File: config.mk
export PLATFORM = sky130hd
export DESIGN_NAME = cpu_run_ctrl
export DESIGN_NICKNAME = d
export VERILOG_FILES = /design/src/rtl/cpu_run_ctrl.sv
export SDC_FILE = /design/constraint.sdc
export NUM_CORES = 1
export LEC_CHECK = 0
export CORE_UTILIZATION = 50
export DETAILED_ROUTE_END_ITERATION = 6
export PLACE_DENSITY = 0.78
export RECOVER_POWER = 50
export SKIP_LAST_GASP = 1
export SYNTH_ARGS = -nofsm -noshare
export SYNTH_HDL_FRONTEND = slang
export SYNTH_SLANG_ARGS = --single-unit
File: constraint.sdc
create_clock -name clk_board -period 2.9 [get_ports clk_board]
set_input_delay 0.29 -clock clk_board [delete_from_list [all_inputs] [get_ports clk_board]]
set_output_delay 0.29 -clock clk_board [all_outputs]
set_load 0.02 [all_outputs]
File: src/rtl/cpu_run_ctrl.sv
// rtl/cpu_run_ctrl.sv - run/single-step/halt control for a divided CPU clock
// Button debouncing is enabled by defining CPU_RUN_CTRL_DEBOUNCE_EN.
module cpu_run_ctrl #(
   parameter int DEBOUNCE_CYCLES = 500000,
   parameter int CNT_W           = 32
) (
   input  logic             clk_board,
   input  logic             rst_n,
   input  logic             btn_run,
   input  logic             btn_step,
   input  logic             btn_halt,
   input  logic             clk_cpu,
   output logic             stop,
   output logic             running,
   output logic             step_busy,
   output logic [CNT_W-1:0] cycle_cnt
);

   typedef enum logic [1:0] {HALT = 2'd0, RUN = 2'd1, STEP = 2'd2} state_t;

   localparam int RUN_B  = 0;
   localparam int STEP_B = 1;
   localparam int HALT_B = 2;

   state_t     state;
   logic [2:0] btn_raw;
   logic [2:0] sync_a;
   logic [2:0] sync_b;
   logic [2:0] deb;
   logic [2:0] deb_q;
   logic [2:0] press;
   logic       cpu_q;
   logic       cpu_qq;
   logic       rise;

   assign btn_raw = {btn_halt, btn_step, btn_run};

   always_ff @(posedge clk_board or negedge rst_n) begin
      if (!rst_n) begin
         sync_a <= '0;
         sync_b <= '0;
         cpu_q  <= 1'b0;
         cpu_qq <= 1'b0;
      end else begin
         sync_a <= btn_raw;
         sync_b <= sync_a;
         cpu_q  <= clk_cpu;
         cpu_qq <= cpu_q;
      end
   end

`ifdef CPU_RUN_CTRL_DEBOUNCE_EN
   localparam int              DB_W    = $clog2(DEBOUNCE_CYCLES + 1);
   localparam logic [DB_W-1:0] DB_LAST = DB_W'(DEBOUNCE_CYCLES - 1);

   logic [DB_W-1:0] db_cnt [3];

   // A level is accepted only after differing from the current one for
   // DEBOUNCE_CYCLES consecutive cycles; any return restarts the count.
   always_ff @(posedge clk_board or negedge rst_n) begin
      if (!rst_n) begin
         deb <= '0;
         for (int i = 0; i < 3; i++) db_cnt[i] <= '0;
      end else begin
         for (int i = 0; i < 3; i++) begin
            if (sync_b[i] == deb[i]) begin
               db_cnt[i] <= '0;
            end else if (db_cnt[i] == DB_LAST) begin
               deb[i]    <= sync_b[i];
               db_cnt[i] <= '0;
            end else begin
               db_cnt[i] <= db_cnt[i] + 1'b1;
            end
         end
      end
   end
`else
   logic unused_debounce;
   assign unused_debounce = (DEBOUNCE_CYCLES > 0);
   assign deb = sync_b;
`endif

   always_ff @(posedge clk_board or negedge rst_n) begin
      if (!rst_n) deb_q <= '0;
      else        deb_q <= deb;
   end

   assign press = deb & ~deb_q;
   assign rise  = cpu_q & ~cpu_qq;

   // Edges seen while frozen are divider latency, not executed CPU cycles.
   always_ff @(posedge clk_board or negedge rst_n) begin
      if (!rst_n) begin
         state     <= HALT;
         stop      <= 1'b1;
         running   <= 1'b0;
         step_busy <= 1'b0;
         cycle_cnt <= '0;
      end else begin
         if (rise && !stop) cycle_cnt <= cycle_cnt + 1'b1;
         case (state)
            HALT: begin
               if (!press[HALT_B] && press[STEP_B]) begin
                  state     <= STEP;
                  stop      <= 1'b0;
                  step_busy <= 1'b1;
               end else if (!press[HALT_B] && press[RUN_B]) begin
                  state     <= RUN;
                  stop      <= 1'b0;
                  running   <= 1'b1;
               end
            end
            RUN: begin
               if (press[HALT_B]) begin
                  state     <= STEP;
                  running   <= 1'b0;
                  step_busy <= 1'b1;
               end
            end
            STEP: begin
               if (rise) begin
                  state     <= HALT;
                  stop      <= 1'b1;
                  step_busy <= 1'b0;
               end
            end
            default: begin
               state     <= HALT;
               stop      <= 1'b1;
               running   <= 1'b0;
               step_busy <= 1'b0;
            end
         endcase
      end
   end

endmodule

==> impl_metrics.ini, run 1 <==
[run]
maxCapViolCount = 0

[sta]
worst_pin_slew_ns = 1.04
fin_crit_sh_pct = 62.9
clock.fmax_mhz = 548
tns_ns = 0
rsz0062_at_grt = false
skew_ns = 0.00997
relSlewSlack_pct = 30.8
hold_ws_ns = 0.169
drv_slew = 0
hold_viol = 0
final.min_clock_period_ns = 1.82
setup_viol = 0

[synth]
synth.cell_area_mm2 = 0.00210
synth_cells = 172
avgSynthCellArea_um2 = 12.2
ys_seq_area_share_pct = 57.1
ys_warn_count = 0
synthArstFlopShare_pct = 100
yosysTopAreaCell = dfrtp_1
synth_edf_count = 0
ys_top_cells_by_area = dfrtp_1 56%, xor2_1 9.2%, xnor2_1 3.7%, nor4_2 3.6%, nand2_1 2.3%
syn_nets = 179
synth_ff_type = dfrtp_1
ys_seq_elements = 48
ys_types = 35
synth_top_area_share_pct = 55.9

[layout]
layout-drive-gt1-share_pct = 11.1
nets = 223
antenna_cells = 0
instances_no_fill = 267
syn_to_final_growth_pct = 25.2
fillerInstances = 317

[cts]
cts_made_buffers = 5
cts_tree = done
post-cts-setup-buffer-count = 0
cts.htree.levels = 2
path_clk_slew_ns = 0.09
cts.repair.resized = 0
ctsHoldBuffers = 0
clockRootBuffer = clkbuf_8
clkLatencyLatePin_ns = 0.30
clockBufferDepth = 2
clock_sink_count = 48

[power_and_ir_drop]
powerDensity_mw_per_mm2 = 600
p_leak_uw = 0.00120
ir_drop_uv = 352
total_power_uw = 1580

[critical_path]
critPathLaunchType = flop
worstSetupPathType = reg2reg
required_ns = 3.12
endpoint_kind = flop
crit_fanout = 14
rrSetupSlack_ns = 1.08
arrival_ns = 2.05

[floorplan]
start_util_pct = 52.2
row_count = 23
die_width_um = 66.9
dieArea_mm2 = 0.00447
boundaryPins = 41
core_area_mm2 = 0.00403
die_h_um = 66.9

[min_path]
hp-class = in2async

[global_routing]
grt_pass1_wl_um = 6480
grt_max_degree = 49
grt_overflow = 0
grt_pass1_vias = 1400
antenna_found_initial = 0
track_usage_pct = 19.6

[route]
via_count = 1422
routedWlPerCell_um = 14.6
antenna_left = 0
wl_um = 3900
drcViolationCount = 0
vias_per_cell = 5.33
dr.pass1.iters = 4
drt-initial-drc-count = 68

[place]
dp.cells = 259
hpwl_um = 2680
io_buffers = 40
place_congestion = 0.818

[run_status]
status = complete, no violations
==> flip-flops by register name, summed over array words and instances, names as in the netlist <==
signal,flops
stop,1
running,1
cpu_q,1
deb,3
sync_a,3
deb_q,3
step_busy,1
cycle_cnt,32
state,2
cpu_qq,1
==> area by class of cell <==
class	count	area, um2	share of cell area (%)
clock buffers	7	86.3	3.28
clock inverters	1	7.51	0.285
inverters	7	26.3	0.997
multi-input cells	113	847	32.1
flip-flops and latches	48	1200	45.6
well taps	50	62.6	2.37
repair buffers	41	403	15.3
==> path summary, 6_finish.rpt <==
check	from	end	cells past startpoint
worst max-delay path	cpu_qq$_DFF_PN0_	cycle_cnt[22]$_DFFE_PN0P_	4
worst min-delay path	rst_n	cycle_cnt[2]$_DFFE_PN0P_	1
worst max register to register	cpu_qq$_DFF_PN0_	cycle_cnt[22]$_DFFE_PN0P_	4
worst min register to register	sync_a[1]$_DFF_PN0_	deb[1]$_DFF_PN0_	0
max in group asynchronous	rst_n	cycle_cnt[16]$_DFFE_PN0P_	1
min in group clk_board	sync_a[1]$_DFF_PN0_	deb[1]$_DFF_PN0_	0
==> worst max-delay path, stage by stage (launching register included) <==
cell and delay, ns:
dfrtp_1 0.42, nor3b_4 0.41, nand4_4 0.33, nor4_1 0.40, xor2_1 0.18
==> layout by cell type (no fill, tap or decap), drive strengths merged, types with 2 or more instances in the layout <==
cell type      instances
nand4                  6
and2                   2
nor2b                  2
xnor2                  9
nor3                   9
nand2                 13
a21oi                  5
and4                   3
dfrtp                 47
clkbuf                 7
nor3b                  2
clkdlybuf4s50         35
nor2                   7
xor2                  22
nand3                  6
nand2b                 3
o21ai                  3
and3                   3
buf                    2
dlygate4sd3            4
nor4                  12
inv                    7
==> routing by layer <==
metal | wire length (um) | track usage [%]
met1 | 1670 | 24.2
met2 | 2020 | 33.3
met3 | 152 | 4.62
met4 | 59 | 6.38
met5 | 0 | 0
==> Yosys cell counts (2+ instances only) <==
| library cell | number |
|---|---|
| and2_1 | 2 |
| dfrtp_1 | 47 |
| and4_1 | 2 |
| xnor2_1 | 9 |
| nand2b_1 | 3 |
| nor2b_1 | 2 |
| and3_1 | 3 |
| buf_2 | 2 |
| nand2_1 | 13 |
| nand3_1 | 5 |
| nor4_2 | 6 |
| nand4_1 | 4 |
| nor3_1 | 9 |
| nor4_4 | 2 |
| o21ai_0 | 3 |
| xor2_1 | 22 |
| inv_1 | 7 |
| a21oi_1 | 5 |
| nor2_1 | 7 |
| nor4_1 | 4 |
==> through the flow <==
stage,area [um2],setup slack (ns),utilization [%]
floorplan,2100,1.31,-
global placement,2540,1.17,63.1
detailed placement,2540,1.08,63.1
CTS,2640,1.05,65.4
global route,2640,0.934,65.4
finish,2640,1.08,65.4
==> report_power, final <==
group / internal (uW) / total (uW) / switching, uW / leakage, uW
Sequential: 744 / 838 / 93.8 / 0.000622
Combinational: 163 / 333 / 170 / 0.000529
Clock: 194 / 411 / 217 / 0.0000445
==> kinds of logic after synthesis <==
| logic type | share of synthesized area (%) |
|---|---|
| simple gates | 23.2 |
| xor+xnor | 12.9 |
| buf+inv | 2.62 |
| fa+ha+maj | 0.594 |
| flops | 57.1 |
| compound gates | 2.97 |
| mux | 0.535 |
No activity file was read; power rests on OpenSTA's default activity.
==> inputs of run 2 (changes only) <==
--- a/config.mk
+++ b/config.mk
@@ -5,9 +5,9 @@
 export SDC_FILE = /design/constraint.sdc
 export NUM_CORES = 1
 export LEC_CHECK = 0
-export CORE_UTILIZATION = 50
+export CORE_UTILIZATION = 46
 export DETAILED_ROUTE_END_ITERATION = 6
-export PLACE_DENSITY = 0.78
+export PLACE_DENSITY = 0.75
 export RECOVER_POWER = 50
 export SKIP_LAST_GASP = 1
 export SYNTH_ARGS = -nofsm -noshare
==> constraint.sdc (replaced) <==
create_clock -name clk_board -period 1.6 [get_ports clk_board]
set_input_delay 0.16 -clock clk_board [delete_from_list [all_inputs] [get_ports clk_board]]
set_output_delay 0.16 -clock clk_board [all_outputs]
set_load 0.02 [all_outputs]
==> run 2 against run 1 <==
Compared with the run above:
- sequential cell count stayed put
- routed wire length increased by 6.6%
- global-route usage is 1.6 points lower
- die area grew 8.4%
- sequential share of layout area down 3.8 points
- utilization rose by 0.21 points
- clock-buffer cell count decreased by 1
- design area is 9.2% higher
- first-iteration DRC count is 12% lower
- non-clock buffer count grew 20
- critical endpoint is now cycle_cnt[18]
==> impl_metrics.ini, run 2 (synthesis gave the netlist of run 1 again) <==
[cts]
clockRootBuffer = clkbuf_8
clockBufferDepth = 2
cts_tree = done
clock_sink_count = 48
path_clk_slew_ns = 0.09
cts_made_buffers = 5
clkLatencyLatePin_ns = 0.30
cts.htree.levels = 2

[layout]
largest_reg_flops = 32
instances_no_fill = 290
final_common_cell = dfrtp_1
final_area_mm2 = 0.00288
top_register = cycle_cnt
layout-drive-gt1-share_pct = 19.3
layout_common_cells = 47 x dfrtp_1, 29 x clkdlybuf4s50_1, 22 x xor2_1
nets = 244
antenna_cells = 0
syn_to_final_growth_pct = 36.7

[floorplan]
start_util_pct = 48.0
boundaryPins = 41
dieArea_mm2 = 0.00485
die_h_um = 69.6
die_width_um = 69.6
row_count = 24
core_area_mm2 = 0.00438

[sta]
relSlewSlack_pct = 30.2
drv_slew = 0
hold_ws_ns = 0.352
fin_crit_sh_pct = 97.7
hold_viol = 0
rsz0062_at_grt = true
skew_ns = 0.00732
final.min_clock_period_ns = 1.56
worst_pin_slew_ns = 1.05
worst_slack_ns = 0.0369
setup_viol = 0
clock.fmax_mhz = 640

[power_and_ir_drop]
total_power_uw = 3020
combPwrFrac_pct = 21.9
seq_power_share_pct = 50.0
switching_share_pct = 29.4
powerDensity_mw_per_mm2 = 1050
clockPowerShare_pct = 28.1
netSwitchingPower_uw = 886
ir_drop_uv = 644
p_leak_uw = 0.00143
internal_power_uw = 2130

[route]
dr.pass1.iters = 5
vias_per_cell = 5.13
via_count = 1488
drcViolationCount = 0
routedWlPerCell_um = 14.3
antenna_left = 0
wl_um = 4160
drt-initial-drc-count = 60

[critical_path]
critPathLaunchType = flop
worstSetupPathType = reg2out
crit_fanout = 4
arrival_ns = 1.40
required_ns = 1.44
endpoint_kind = output port

[run_status]
status = complete, no violations

[place]
dp.cells = 278
dpl-instance-area_mm2 = 0.00268
hpwl_um = 2760
dp_slack_ns = -0.0463
place_congestion = 0.759
io_buffers = 40

[global_routing]
track_usage_pct = 18.0
grt_pass1_vias = 1473
grt_overflow = 0
grt_pass1_wl_um = 6850
grt_max_degree = 31
antenna_found_initial = 0

[min_path]
hp-class = reg2reg

[run]
maxCapViolCount = 0
-- run 2: metrics by stage --
step	setup TNS (ns)	utilization (%)
global route	-0.197	65.6
finish	0	65.6
CTS	-0.0183	64.2
detailed placement	-0.0542	61.2
floorplan	0	-
global placement	0	61.2
-- run 2: final timing paths --
kind / start / to / slack (ns) / cells past startpoint
max: cycle_cnt[18]$_DFFE_PN0P_ / cycle_cnt[18] / 0.04 / 2
max in group asynchronous: rst_n / stop$_DFFE_PN1P_ / 0.16 / 3
max reg2reg: cycle_cnt[15]$_DFFE_PN0P_ / cycle_cnt[23]$_DFFE_PN0P_ / 0.08 / 4
min: sync_a[2]$_DFF_PN0_ / deb[2]$_DFF_PN0_ / 0.35 / 0
min in group asynchronous: rst_n / cycle_cnt[30]$_DFFE_PN0P_ / 0.56 / 2
min reg2reg: sync_a[2]$_DFF_PN0_ / deb[2]$_DFF_PN0_ / 0.35 / 0
-- run 2: area by class of cell --
cell class / count / area (um2)
Multi-Input combinational cell: 114 / 906
Timing Repair Buffer: 61 / 569
Clock buffer: 6 / 72.6
Tap cell: 52 / 65.1
Fill cell: 354 / 1510
Sequential cell: 48 / 1200
Clock inverter: 2 / 35.0
Inverter: 7 / 26.3
-- run 2: routing by layer --
layer / vias to the layer above / global-route usage (%) / part of all wire, %
met5: - / 0 / 0
met4: 0 / 9.56 / 2.3
met3: 9 / 4.07 / 4.0
met2: 35 / 27.0 / 48
met1: 723 / 24.3 / 46
li1: 721 / - / -
-- run 2: worst max-delay path: stages, from the launching register on --
cell and delay [ns]:
dfrtp_1 0.37, buf_4 0.14, clkdlybuf4s50_1 0.60
-- run 2: power by group through the flow --
stage | logic, uW | registers (uW) | clock network [uW]
2_1_floorplan | 222 | 1630 | 0
3_3_place_gp | 656 | 1510 | 0
3_5_place_dp | 673 | 1530 | 0
4_1_cts | 652 | 1500 | 874
5_1_grt | 706 | 1530 | 928
6_report | 661 | 1510 | 847
-- run 2: repair_timing --
action / CTS / global route
buffers inserted: 1 / 1
gates cloned: 0 / 1
resized for setup: 4 / 11
endpoints found under the hold margin: 18 / 0
hold buffers: 1 / 0
endpoints found under the setup margin: 5 / 21
pin swaps: 0 / 7
==> inputs of run 3 (changes only) <==
--- a/config.mk
+++ b/config.mk
@@ -7,6 +7,7 @@
 export LEC_CHECK = 0
 export CORE_UTILIZATION = 46
 export DETAILED_ROUTE_END_ITERATION = 6
+export HOLD_SLACK_MARGIN = 0.08
 export PLACE_DENSITY = 0.75
 export RECOVER_POWER = 50
 export SKIP_LAST_GASP = 1
==> results of run 3 <==
The final DEF is identical to that of run 2; final timing and power are the same.
